**config.mk**
```make
export PLATFORM = sky130hd
export DESIGN_NAME = req_ack_source
export DESIGN_NICKNAME = d
export VERILOG_FILES = /design/src/rtl/hs_pkg.sv /design/src/rtl/hs_timeout_counter.sv /design/src/rtl/req_ack_source.sv
export SDC_FILE = /design/constraint.sdc
export NUM_CORES = 1
export LEC_CHECK = 0
export BUFFER_PORTS_ARGS = -buffer_cell sky130_fd_sc_hd__buf_4
export CORE_ASPECT_RATIO = 1.1
export CORE_UTILIZATION = 58
export CTS_BUF_LIST = sky130_fd_sc_hd__clkbuf_8
export DETAILED_ROUTE_END_ITERATION = 16
export MAX_ROUTING_LAYER = met4
export PLACE_DENSITY_LB_ADDON = 0.1
export SETUP_SLACK_MARGIN = 0.15
export SYNTH_ARGS = -nofsm -noshare
export SYNTH_HDL_FRONTEND = slang
export SYNTH_SLANG_ARGS = --single-unit
```
**constraint.sdc**
```tcl
create_clock -name clk -period 3.2 [get_ports clk]
set_clock_uncertainty 0.05 [all_clocks]
set_input_delay 0.32 -clock clk [delete_from_list [all_inputs] [get_ports clk]]
set_output_delay 0.32 -clock clk [all_outputs]
set_load 0.05 [all_outputs]
```
**src/rtl/hs_pkg.sv**
```systemverilog
// Shared types and constants for the 4-phase REQ/ACK word interface.
// Latency: n/a (types and constants only).
// Backpressure: n/a; used by the initiator now and by the responder side later.
package hs_pkg;

  // Handshake FSM states, shared by the source and the future sink.
  typedef enum logic [2:0] {
    IDLE,
    PRECHK,
    WAITHI,
    WAITLO,
    DONE,
    ERR
  } hs_state_t;

  // Wire levels of the handshake signals, named so FSM code reads as protocol.
  localparam logic REQ_ASSERT = 1'b1;
  localparam logic REQ_IDLE   = 1'b0;
  localparam logic ACK_HIGH   = 1'b1;
  localparam logic ACK_LOW    = 1'b0;

endpackage

```
**src/rtl/hs_timeout_counter.sv**
```systemverilog
// Per-phase watchdog: counts enabled cycles since the last clear.
// Latency: expired is combinational, high in the timeout_cycles-th enabled cycle.
// Backpressure: none; it saturates at the limit until cleared.
module hs_timeout_counter #(
  parameter int timeout_cycles = 16
) (
  input  logic clk,
  input  logic rst,
  input  logic clr,
  input  logic en,
  output logic expired
);

  localparam int CW = (timeout_cycles < 2) ? 1 : $clog2(timeout_cycles);
  localparam logic [CW-1:0] LIMIT = CW'(timeout_cycles - 1);

  logic [CW-1:0] cnt_q;
  logic [CW-1:0] cnt_d;

  // A phase has waited long enough once the counter sits at the limit
  // while the caller is still waiting.
  assign expired = en && (cnt_q == LIMIT);

  // Next count: restart on clear, advance while waiting, hold at the limit.
  always_comb begin
    cnt_d = cnt_q;
    if (clr) begin
      cnt_d = '0;
    end else if (en && !expired) begin
      cnt_d = cnt_q + 1'b1;
    end
  end

  // Counter register with synchronous reset.
  always_ff @(posedge clk) begin
    if (rst) begin
      cnt_q <= '0;
    end else begin
      cnt_q <= cnt_d;
    end
  end

endmodule

```
**src/rtl/req_ack_source.sv**
```systemverilog
// 4-phase REQ/ACK initiator: emits a burst of count words seed, seed+1, ...
// Latency: start at edge N -> REQ high after N+1; one word per two responder turnarounds.
// Backpressure: waits on the ACK level in every phase; a stuck phase ends in ERR.
module req_ack_source
  import hs_pkg::*;
#(
  parameter int bit_width      = 8,
  parameter int cnt_width      = 16,
  parameter int timeout_cycles = 16
) (
  input  logic                 clk,
  input  logic                 rst,
  input  logic                 start,
  input  logic [cnt_width-1:0] count,
  input  logic [bit_width-1:0] seed,
  output logic                 dOutREQ,
  input  logic                 dOutACK,
  output logic [bit_width-1:0] dOUT,
  output logic                 busy,
  output logic                 done,
  output logic                 timeout_err,
  output logic [cnt_width-1:0] words_sent
);

  hs_state_t state_q, state_d;

  logic                 req_q,   req_d;
  logic [bit_width-1:0] dout_q,  dout_d;
  logic [cnt_width-1:0] ws_q,    ws_d;
  logic [cnt_width-1:0] count_q, count_d;
  logic [bit_width-1:0] seed_q,  seed_d;
  logic                 terr_q,  terr_d;

  logic phase_wait;
  logic phase_clr;
  logic phase_expired;
  logic [cnt_width-1:0] ws_inc;

  // Only the three ACK-waiting states are subject to the watchdog, and each
  // state entry starts a fresh phase.
  assign phase_wait = (state_q == PRECHK) || (state_q == WAITHI) || (state_q == WAITLO);
  assign phase_clr  = (state_d != state_q);
  assign ws_inc     = ws_q + 1'b1;

  hs_timeout_counter #(
    .timeout_cycles(timeout_cycles)
  ) u_timeout (
    .clk    (clk),
    .rst    (rst),
    .clr    (phase_clr),
    .en     (phase_wait),
    .expired(phase_expired)
  );

  // Next-state and datapath updates; REQ and dOUT only move together so that
  // dOUT is already stable in the cycle REQ becomes visible.
  always_comb begin
    state_d = state_q;
    req_d   = req_q;
    dout_d  = dout_q;
    ws_d    = ws_q;
    count_d = count_q;
    seed_d  = seed_q;
    terr_d  = terr_q;

    unique case (state_q)
      IDLE: begin
        if (start) begin
          count_d = count;
          seed_d  = seed;
          ws_d    = '0;
          terr_d  = 1'b0;
          state_d = PRECHK;
        end
      end

      PRECHK: begin
        if (count_q == '0) begin
          state_d = DONE;
        end else if (dOutACK == ACK_LOW) begin
          req_d   = REQ_ASSERT;
          dout_d  = seed_q;
          state_d = WAITHI;
        end else if (phase_expired) begin
          // Responder never released a stale ACK.
          req_d   = REQ_IDLE;
          terr_d  = 1'b1;
          state_d = ERR;
        end
      end

      WAITHI: begin
        if (dOutACK == ACK_HIGH) begin
          req_d   = REQ_IDLE;
          state_d = WAITLO;
        end else if (phase_expired) begin
          req_d   = REQ_IDLE;
          terr_d  = 1'b1;
          state_d = ERR;
        end
      end

      WAITLO: begin
        if (dOutACK == ACK_LOW) begin
          ws_d = ws_inc;
          if (ws_inc == count_q) begin
            state_d = DONE;
          end else begin
            req_d   = REQ_ASSERT;
            dout_d  = dout_q + 1'b1;
            state_d = WAITHI;
          end
        end else if (phase_expired) begin
          // A second ACK rise here is not a new handshake; it only stalls us.
          req_d   = REQ_IDLE;
          terr_d  = 1'b1;
          state_d = ERR;
        end
      end

      DONE: begin
        // A start arriving here is deliberately dropped.
        state_d = IDLE;
      end

      ERR: begin
        req_d   = REQ_IDLE;
        state_d = IDLE;
      end

      default: begin
        req_d   = REQ_IDLE;
        state_d = IDLE;
      end
    endcase
  end

  // State and datapath registers; reset drops REQ at the same edge.
  always_ff @(posedge clk) begin
    if (rst) begin
      state_q <= IDLE;
      req_q   <= REQ_IDLE;
      dout_q  <= '0;
      ws_q    <= '0;
      count_q <= '0;
      seed_q  <= '0;
      terr_q  <= 1'b0;
    end else begin
      state_q <= state_d;
      req_q   <= req_d;
      dout_q  <= dout_d;
      ws_q    <= ws_d;
      count_q <= count_d;
      seed_q  <= seed_d;
      terr_q  <= terr_d;
    end
  end

  assign dOutREQ     = req_q;
  assign dOUT        = dout_q;
  assign busy        = (state_q != IDLE);
  assign done        = (state_q == DONE);
  assign timeout_err = terr_q;
  assign words_sent  = ws_q;

endmodule

```
==> reports/metrics.cfg <==
[yosys]
synth_commonest_cells=nand2_1 (69), a21oi_1 (61), dfxtp_1 (57)
synthCells=402
ys_seq_area_share_pct=37.24
async_flop_share_pct=0
netlist_top_cells_area=dfxtp_1 (37%), a21oi_1 (10%), nand2_1 (8.5%)
synth_most_common_cell=nand2_1
synth_top_area_share_pct=37.24
synth_area_mm2=0.003064
synth_area_leader_cell=dfxtp_1
synth_flop_cell=dfxtp_1
syn_nets=433
ys_types=52
synth-seq-cells=57
synth-edff-count=0
avgSynthCellArea_um2=7.622
ys_warn_count=0

[route]
vias_per_cell=6.166
avgRoutedWirePerCell_um=15.22
antenna_left=0
drtIter0Drc=236
drc=1
drt_wl_total_um=7794
drt_first_pass_iters=11
vias=3157

[die]
start_util_pct=60.87
die_w_um=71.30
die_height_um=78.23
core_region_area_mm2=0.005034
ioPinCount=56
dieArea_mm2=0.005578
row_count=27

[pwr]
power_density_mw_per_mm2=477.4
pwr-share-clk_pct=39.5
power.internal_w=0.001277
leakage_nw=1.408
share_comb_of_total_power_pct=16.4
p_seq_share_pct=44.1
irDropWorstVdd_mv=0.4443
p_sw_share_pct=28.09
power_switching_w=0.0004988

[clock_network]
cts_tree=yes
clkSlewWorstSetupHoldPaths_ns=0.07
clock_path_buffers=2
clockRootBuffer=clkbuf_8
cts.sinks=57
htree_levels=3
cts_setup_buffers=0
clk_latency_ns=0.34
cts_buffers=9

[setup_path]
end_kind=flop
cp.depth=8
cp_slowest_stage_delay_ns=0.62
path_class=flop to flop
r2r_cells=8
critPathTopFamily=simple AND/OR/NAND/NOR gates
arrival_ns=3.08
crit_start=words_sent[6]
endpoint=dOutREQ
reg2reg_slack_ns=0.34
cp_slowest_cell=or4_1
crit_fanout=9
timing.rr.end=dOutREQ
critPathBufInv=0
crit_required_ns=3.41
path_cells=nand3_4 > or4_1 > xnor2_1 > a2111oi_2 > nand3_1 > or3_1 > and3_2 > o22ai_2
critPathLaunchType=flop
r2r-start=words_sent[6]

[outcome]
failed_checks=DRC
outcome=finished with violations

[timing]
hold_viol_final=0
maxSlewHeadroom_pct=48.83
min_period_ns=2.865
finalSetupViolations=0
tightest_slew_ns=0.7647
rsz0062_at_grt=false
finalSetupTns_ns=0
finalWorstSetupSlack_ns=0.3352
max_freq_ghz=0.3491
hold_ws_ns=0.1721
period_share_pct=89.52
slew_viol_final=0

[placement]
place_congestion=0.8838
io_buffers=55
post-dp-hpwl_um=5357
place_ws_ns=0.1922

[layout]
layout-drive-gt1-share_pct=20.70
area_delta_synth_final_pct=21.40
fill_cells=429
nets=480
antennaDiodeCount=0

[global_route]
overflow=0
grt_use_total_pct=30.44
grt_pass1_wl_um=13040
grt_max_degree=61
antenna_found_initial=0
grt_pass1_vias=2868

[min_path]
hold_class=input port to flop

[run]
drv_cap=0

==> per-stage QoR <==
step	power (W)	utilization, %	std cells	instance area [um^2]
after floorplan	0.0009977	-	402	3064
after global routing	0.001853	73.90	512	3720
after CTS	0.001780	73.35	512	3692
after global placement	0.001080	69.23	496	3485
final	0.001776	73.90	512	3720
after detailed placement	0.001087	69.23	496	3485
==> sequential cells by signal (all words and copies together) (netlist names) <==
| register | cells |
|---|---|
| dOUT | 8 |
| dOutREQ | 1 |
| timeout_err | 1 |
| seed_q | 8 |
| state_q | 3 |
| count_q | 16 |
| words_sent | 16 |
| u_timeout.cnt_q | 4 |
==> power by group through the flow <==
stage               clock [W]  sequential (W)  combinational [W]
finish               0.000702        0.000783           0.000292
CTS                  0.000706        0.000782           0.000292
detailed placement          0        0.000797           0.000290
global placement            0        0.000797           0.000284
floorplan                   0        0.000796           0.000201
global route         0.000745        0.000787           0.000322
==> metal layers <==
metal | part of all wire, % | up-vias | GRT usage, %
met3 | 6.2 | 20 | 6.162
met2 | 50 | 119 | 47.52
met4 | 2.6 | 0 | 18.20
li1 | - | 1521 | -
met5 | 0 | - | -
met1 | 41 | 1497 | 36.19
==> worst min-delay path: stages <==
cell and delay (ns):
buf_4 0.11, nand2_1 0.04, a21oi_1 0.05
==> worst min path at each step <==
| stage | startpoint | to | slack, ns | depth (start not counted) |
|---|---|---|---|---|
| floorplan | seed_q[1] | seed_q[1] | 0.39 | 2 |
| global placement | seed_q[7] | seed_q[7] | 0.40 | 2 |
| detailed placement | seed_q[7] | seed_q[7] | 0.40 | 2 |
| CTS | count[12] | count_q[12] | 0.17 | 3 |
| global route | count[1] | count_q[1] | 0.17 | 3 |
| finish | count[12] | count_q[12] | 0.17 | 3 |
==> placed cells by master (no fill, tap or decap), drive strengths merged, types with 4 or more instances in the layout <==
cell type | netlist | routed
clkbuf | 18 | 12
nand4 | 7 | 7
nand2b | 5 | 5
nand3 | 13 | 13
o32ai | 5 | 5
nand2 | 69 | 69
and2 | 5 | 5
or4 | 5 | 5
o21ai | 14 | 14
a311oi | 4 | 4
inv | 6 | 8
xor2 | 5 | 5
dfxtp | 57 | 57
xnor2 | 22 | 22
buf | 9 | 63
nor2 | 34 | 34
a21oi | 61 | 61
nor3 | 13 | 13
nor4 | 9 | 9
==> timing repair <==
item                                    4_1_cts  5_1_grt
hold endpoints to repair                      0        0
hold buffers                                  0        0
resized for setup                             0        7
endpoints found under the setup margin        0       11
==> cell type report <==
| type | count | area, um^2 | share of cell area (%) |
|---|---|---|---|
| clock buffers | 12 | 165.2 | 4.440 |
| well taps | 58 | 72.57 | 1.951 |
| flip-flops and latches | 57 | 1145 | 30.78 |
| inverters | 6 | 22.52 | 0.6054 |
| multi-input cells | 312 | 1799 | 48.37 |
| repair buffers | 63 | 473.0 | 12.71 |
| clock inverters | 4 | 42.54 | 1.144 |
==> cells by family after synthesis <==
logic type / after synthesis / synth area share (%)
flops: 57 / 37.24
buf+inv: 33 / 4.818
xor+xnor: 27 / 7.717
mux: 3 / 0.9800
simple gates: 177 / 27.93
compound gates: 102 / 20.09
fa+ha+maj: 3 / 1.225
No activity file was read; power rests on OpenSTA's default activity.
